--- config.mk ---
export PLATFORM = sky130hd
export DESIGN_NAME = apb_timer_slave
export DESIGN_NICKNAME = d
export VERILOG_FILES = /design/src/rtl/apb_timer_pkg.sv /design/src/rtl/apb_slave_if.sv /design/src/rtl/apb_timer_slave.sv
export SDC_FILE = /design/constraint.sdc
export NUM_CORES = 1
export LEC_CHECK = 0
export BUFFER_PORTS_ARGS = -buffer_cell sky130_fd_sc_hd__buf_2
export CAP_MARGIN = 15
export CORE_MARGIN = 5
export CORE_UTILIZATION = 35
export DETAILED_ROUTE_END_ITERATION = 10
export PLACE_DENSITY = 0.54
export REMOVE_ABC_BUFFERS = 1
export SYNTH_ARGS = -nofsm -noshare
export SYNTH_HDL_FRONTEND = slang
export SYNTH_SLANG_ARGS = --single-unit
--- constraint.sdc ---
create_clock -name Hclk -period 4.5 [get_ports Hclk]
set_input_delay 0.225 -clock Hclk [delete_from_list [all_inputs] [get_ports Hclk]]
set_output_delay 0.225 -clock Hclk [all_outputs]
set_load 0.1 [all_outputs]
--- src/rtl/apb_timer_pkg.sv ---
// Shared definitions for the APB timer slave: register offsets, bit positions
// and the APB tracking state encoding.
package apb_timer_pkg;

   localparam logic [7:0] CTRL_OFS   = 8'h00;
   localparam logic [7:0] LOAD_OFS   = 8'h04;
   localparam logic [7:0] COUNT_OFS  = 8'h08;
   localparam logic [7:0] STATUS_OFS = 8'h0C;
   localparam logic [7:0] PRESC_OFS  = 8'h10;

   localparam int CTRL_EN   = 0;
   localparam int CTRL_AR   = 1;
   localparam int CTRL_IE   = 2;
   localparam int STAT_EXP  = 0;
   localparam int STAT_PERR = 1;

   typedef enum logic [1:0] {
      ST_IDLE   = 2'd0,
      ST_SETUP  = 2'd1,
      ST_ACCESS = 2'd2
   } apb_st_t;

endpackage

--- src/rtl/apb_slave_if.sv ---
// APB setup/access tracker: captures the setup-phase address and direction,
// issues one commit strobe per legal transfer and flags sequencing violations.
module apb_slave_if
   import apb_timer_pkg::*;
(
   input  logic       clk,
   input  logic       rst,
   input  logic       sel,
   input  logic       penable,
   input  logic       pwrite,
   input  logic [7:0] paddr,
   output logic       wr_stb,
   output logic       rd_stb,
   output logic [7:0] addr_q,
   output logic       prot_err_pulse
);

   apb_st_t state, next_state;
   logic    write_q;
   logic    capture;
   logic    match;

   assign match = (paddr == addr_q) && (pwrite == write_q);

   always_ff @(posedge clk or posedge rst) begin
      if (rst) begin
         state   <= ST_IDLE;
         addr_q  <= '0;
         write_q <= 1'b0;
      end else begin
         state <= next_state;
         if (capture) begin
            addr_q  <= paddr;
            write_q <= pwrite;
         end
      end
   end

   always_comb begin
      next_state     = state;
      capture        = 1'b0;
      wr_stb         = 1'b0;
      rd_stb         = 1'b0;
      prot_err_pulse = 1'b0;
      case (state)
         ST_IDLE: begin
            if (sel && !penable) begin
               next_state = ST_SETUP;
               capture    = 1'b1;
            end else if (sel && penable) begin
               prot_err_pulse = 1'b1;
            end
         end
         ST_SETUP: begin
            // The access phase must repeat the setup-phase address and direction
            if (sel && penable && match) begin
               next_state = ST_ACCESS;
               wr_stb     = write_q;
               rd_stb     = !write_q;
            end else begin
               next_state     = ST_IDLE;
               prot_err_pulse = 1'b1;
            end
         end
         ST_ACCESS: begin
            if (!sel) begin
               next_state = ST_IDLE;
            end else if (!penable) begin
               next_state = ST_SETUP;
               capture    = 1'b1;
            end else begin
               next_state     = ST_IDLE;
               prot_err_pulse = 1'b1;
            end
         end
         default: next_state = ST_IDLE;
      endcase
   end

endmodule

--- src/rtl/apb_timer_slave.sv ---
// APB down-counting timer with prescaler, auto-reload, sticky expiry/protocol
// flags and a level interrupt; register file and timer core live here.
module apb_timer_slave
   import apb_timer_pkg::*;
#(
   parameter int SEL_IDX = 0,
   parameter int CNT_W   = 32
)
(
   input  logic        Hclk,
   input  logic        Hreset,
   input  logic [2:0]  Pselx,
   input  logic        Penable,
   input  logic        Pwrite,
   input  logic [31:0] Paddr,
   input  logic [31:0] Pwdata,
   output logic [31:0] Prdata,
   output logic        irq
);

   logic             wr_stb, rd_stb, prot_err_pulse;
   logic [7:0]       addr_q;
   logic [2:0]       ctrl;
   logic [CNT_W-1:0] load, count;
   logic [7:0]       presc, presc_cnt;
   logic             expired, prot_err;
   logic             tick, expire;
   logic             wr_ctrl, wr_load, wr_stat, wr_presc;
   logic [31:0]      rd_data;
   logic             unused_bits;

   assign unused_bits = &{1'b0, Pselx, Paddr[31:8]};

   apb_slave_if u_if (
      .clk            (Hclk),
      .rst            (Hreset),
      .sel            (Pselx[SEL_IDX]),
      .penable        (Penable),
      .pwrite         (Pwrite),
      .paddr          (Paddr[7:0]),
      .wr_stb         (wr_stb),
      .rd_stb         (rd_stb),
      .addr_q         (addr_q),
      .prot_err_pulse (prot_err_pulse)
   );

   assign wr_ctrl  = wr_stb && (addr_q == CTRL_OFS);
   assign wr_load  = wr_stb && (addr_q == LOAD_OFS);
   assign wr_stat  = wr_stb && (addr_q == STATUS_OFS);
   assign wr_presc = wr_stb && (addr_q == PRESC_OFS);

   assign tick   = ctrl[CTRL_EN] && (presc_cnt == presc);
   assign expire = tick && (count == '0);
   assign irq    = expired & ctrl[CTRL_IE];

   always_ff @(posedge Hclk or posedge Hreset) begin
      if (Hreset) begin
         ctrl      <= '0;
         load      <= '0;
         count     <= '0;
         presc     <= '0;
         presc_cnt <= '0;
         expired   <= 1'b0;
         prot_err  <= 1'b0;
         Prdata    <= '0;
      end else begin
         // A CTRL write overrides the one-shot self-disable on the same edge
         if (wr_ctrl)
            ctrl <= Pwdata[2:0];
         else if (expire && !ctrl[CTRL_AR])
            ctrl[CTRL_EN] <= 1'b0;

         if (wr_presc)
            presc <= Pwdata[7:0];

         if (wr_load) begin
            load      <= Pwdata[CNT_W-1:0];
            count     <= Pwdata[CNT_W-1:0];
            presc_cnt <= '0;
         end else begin
            if (ctrl[CTRL_EN])
               presc_cnt <= tick ? 8'd0 : presc_cnt + 8'd1;
            if (tick) begin
               if (count != '0)
                  count <= count - CNT_W'(1);
               else if (ctrl[CTRL_AR])
                  count <= load;
            end
         end

         // Sticky flags: a new set beats a simultaneous write-1-to-clear
         expired  <= expire | (expired & ~(wr_stat & Pwdata[STAT_EXP]));
         prot_err <= prot_err_pulse | (prot_err & ~(wr_stat & Pwdata[STAT_PERR]));

         Prdata <= rd_stb ? rd_data : '0;
      end
   end

   always_comb begin
      rd_data = '0;
      case (addr_q)
         CTRL_OFS:   rd_data[2:0] = ctrl;
         LOAD_OFS:   rd_data[CNT_W-1:0] = load;
         COUNT_OFS:  rd_data[CNT_W-1:0] = count;
         STATUS_OFS: begin
            rd_data[STAT_EXP]  = expired;
            rd_data[STAT_PERR] = prot_err;
         end
         PRESC_OFS:  rd_data[7:0] = presc;
         default:    rd_data = '0;
      endcase
   end

endmodule

==> flow_summary.yaml <==
sta:
  relSlewSlack_pct: 48.8
  fmax_mhz: 294
  slew_viol_final: 0
  min_period_over_period_pct: 75.7
  tightest_slew_ns: 0.761
  finalCriticalPeriod_ns: 3.41
  setup_slack_ns: 1.09
  finClkSkew_ns: 0.00710
  rsz0062_at_grt: "false"
  setup_violations: 0
  hold_viol: 0
  whs_ns: 0.0232
critical_path:
  path_buf_inv: 1
  cp_data_arrival_time_ns: 3.76
  cp_slowest_cell: "or4_1"
  crit_chain: "or4_4 > or4_1 > nor4_4 > nor2_1 > buf_4 > a2111o_1 > nand2_1"
  path_class: "flip-flop to flip-flop"
  worst_setup_path_start_kind: "flip-flop"
  cp-end-kind: "flip-flop"
  cp.required_ns: 4.86
  max_stage_delay_ns: 0.84
  crit_fanout: 17
  critical-path-top-delay-family: "simple AND/OR/NAND/NOR gates"
synth:
  synth_top_area_share_pct: 47.8
  ys_ff_latch: 128
  synthTopCellsByCount: "128 x dfrtp_1, 108 x nand2_1, 70 x nor2_1"
  netlist_area_mm2: 0.00670
  synth.area.top_cells: "dfrtp_1 48%, nand2_1 6.0%, nor2_1 3.9%, mux2_2 3.7%, a22oi_1 3.1%"
  synth.distinct_cells: 66
  ys_warn_count: 0
  synth_adder_area_share_pct: 0.560
  ys.flop_type: "dfrtp_1"
  synth_edf_count: 0
  yosys.area_share.simple_pct: 22.5
  synth.area.mux_share_pct: 5.19
  async_flop_share_pct: 100
  postSynthCellCount: 723
  avgSynthCellArea_um2: 9.27
  synth_compound_area_share_pct: 16.4
  synth_most_common_cell: "dfrtp_1"
  synth_xor_xnor_area_share_pct: 3.27
  yosysSeqAreaShare_pct: 47.8
  synth_top_family_by_area: "simple AND/OR/NAND/NOR gates"
  yosysTopAreaCell: "dfrtp_1"
grt:
  grt_pass1_wl_mm: 31.0
  grt_pass1_vias: 5802
  antenna_found_initial: 0
  grt_overflow: 0
  track_usage_pct: 17.8
  grt_start_max_net_pins: 52
clocking:
  clk_pin_slew_ns: 0.06
  ctsResizeCount: 0
  clk_latency_ns: 0.42
  cts_made_buffers: 17
  cts_tree: "yes"
  cts-root-buf: "clkbuf_16"
  h-tree-depth: 4
  clockBufferDepth: 2
  cts.sinks: 128
floorplanning:
  die_x_um: 148
  io_pins: 104
  die_h_um: 148
  coreArea_mm2: 0.0188
  dieArea_mm2: 0.0220
  initial_core_util_pct: 35.7
  rows: 50
place:
  place_ws_ns: 1.14
  io_buffers: 77
  gp_congestion: 0.861
  dp.cells: 995
  dp_hpwl_mm: 13.1
detailed_routing:
  via_per_inst: 5.68
  via_count: 5817
  drc: 0
  first_iter_violations: 398
  avgRoutedWirePerCell_um: 18.6
  first_pass_iters: 6
  ant_nets: 0
  wl_mm: 19.1
final_layout:
  fin_cells: 1025
  fin_nets: 855
  fillers: 1867
  insertedDiodeCount: 0
  drive_gt1_share_pct: 19.8
  area_growth_syn_to_layout_pct: 18.3
pwr:
  internal_power_w: 0.00222
  swShare_pct: 20.9
  pwr-share-comb_pct: 3.9
  leakagePower_nw: 3.61
  peakVddDrop_v: 0.000278
  seq_power_share_pct: 42.5
  p_per_area_mw_per_mm2: 354
  p_clk_share_pct: 53.6
  p_switching_w: 0.000587
job:
  cap_viol_max_count: 0
status:
  status: "complete, no violations"
worst_hold_path:
  worst_hold_path_type: "input port to flip-flop"
-- worst reg2reg max path: cells and delay by family, from the launching register on --
| family | cells | cell delay (ns) |
|---|---|---|
| flops | 1 | 0.46 |
| compound gates | 1 | 0.39 |
| simple gates | 5 | 2.20 |
| buf+inv | 1 | 0.28 |
-- kinds of logic after synthesis --
family	Yosys count
XOR/XNOR	25
AND/OR/NAND/NOR	305
AO/OA/AOI/OAI	162
buffers and inverters	68
adder cells (fa/ha/maj)	3
multiplexers	32
flip-flops	128
-- registers in the layout, summed over array words and instances (netlist names) --
register / flops
load: 32
count: 32
presc_cnt: 8
ctrl: 3
u_if.addr_q: 8
u_if.state: 2
prot_err: 1
expired: 1
u_if.write_q: 1
Prdata: 32
presc: 8
-- metal layers --
layer	global-route usage, %	wire (um)	vias up
met2	28.5	8970	181
met3	4.42	1100	33
met1	23.8	8610	2888
met4	5.68	387	0
met5	0	0	-
li1	-	-	2715
-- area by class of cell --
type	instances	area [um^2]	area share, %
clock inverter	5	125	1.58
timing repair buffer	95	523	6.60
tap	234	293	3.69
multi-input combinational	527	3220	40.7
inverter	12	47.5	0.600
clock buffer	24	512	6.46
sequential	128	3200	40.4
-- placed cells by master (no fill, tap or decap), types with 9 or more instances in the layout --
master	instances
mux2_2	22
nor2_1	70
mux2i_1	10
clkbuf_16	17
o21ai_0	37
nor3_1	19
xor2_1	19
buf_4	17
nor4_1	18
dfrtp_1	128
and3_1	14
a21oi_1	28
a22oi_1	28
nand3_1	16
inv_1	11
nand2_1	108
nand4_1	10
buf_2	77
o31ai_1	9
-- final timing paths --
| kind | end | depth (start not counted) | slack, ns | from |
|---|---|---|---|---|
| max in group asynchronous | load[25] | 4 | 3.07 | Hreset |
| min in group asynchronous | Prdata[10] | 3 | 0.37 | Hreset |
| worst max-delay path | count[13] | 7 | 1.09 | count[3] |
| worst max register to register | count[13] | 7 | 1.09 | count[3] |
| worst min-delay path | load[17] | 3 | 0.02 | Pwdata[17] |
| worst min register to register | load[23] | 2 | 0.49 | load[23] |
-- repair_timing --
| item | 4_1_cts | 5_1_grt |
|---|---|---|
| hold buffers | 1 | 0 |
| endpoints found under the hold margin | 35 | 0 |
| buffers inserted | 0 | 0 |
-- stage by stage --
step	total power, W	TNS, ns	instance area [um^2]	utilization, %
after detailed placement	0.00132	0	7280	38.8
after global routing	0.00290	0	7930	42.2
after CTS	0.00284	0	7930	42.2
final	0.00281	0	7930	42.2
after global placement	0.00132	0	7280	38.8
after floorplan	0.00127	-2.35	6460	-
-- power groups by stage --
| stage | Clock, W | Sequential (W) | Combinational, W |
|---|---|---|---|
| final | 0.00150 | 0.00119 | 0.000110 |
| after global routing | 0.00158 | 0.00120 | 0.000125 |
| after CTS | 0.00153 | 0.00119 | 0.000113 |
| after detailed placement | 0 | 0.00121 | 0.000112 |
| after global placement | 0 | 0.00121 | 0.000109 |
| after floorplan | 0 | 0.00121 | 0.0000662 |
Note: power is estimated with default switching activity, not from simulation.
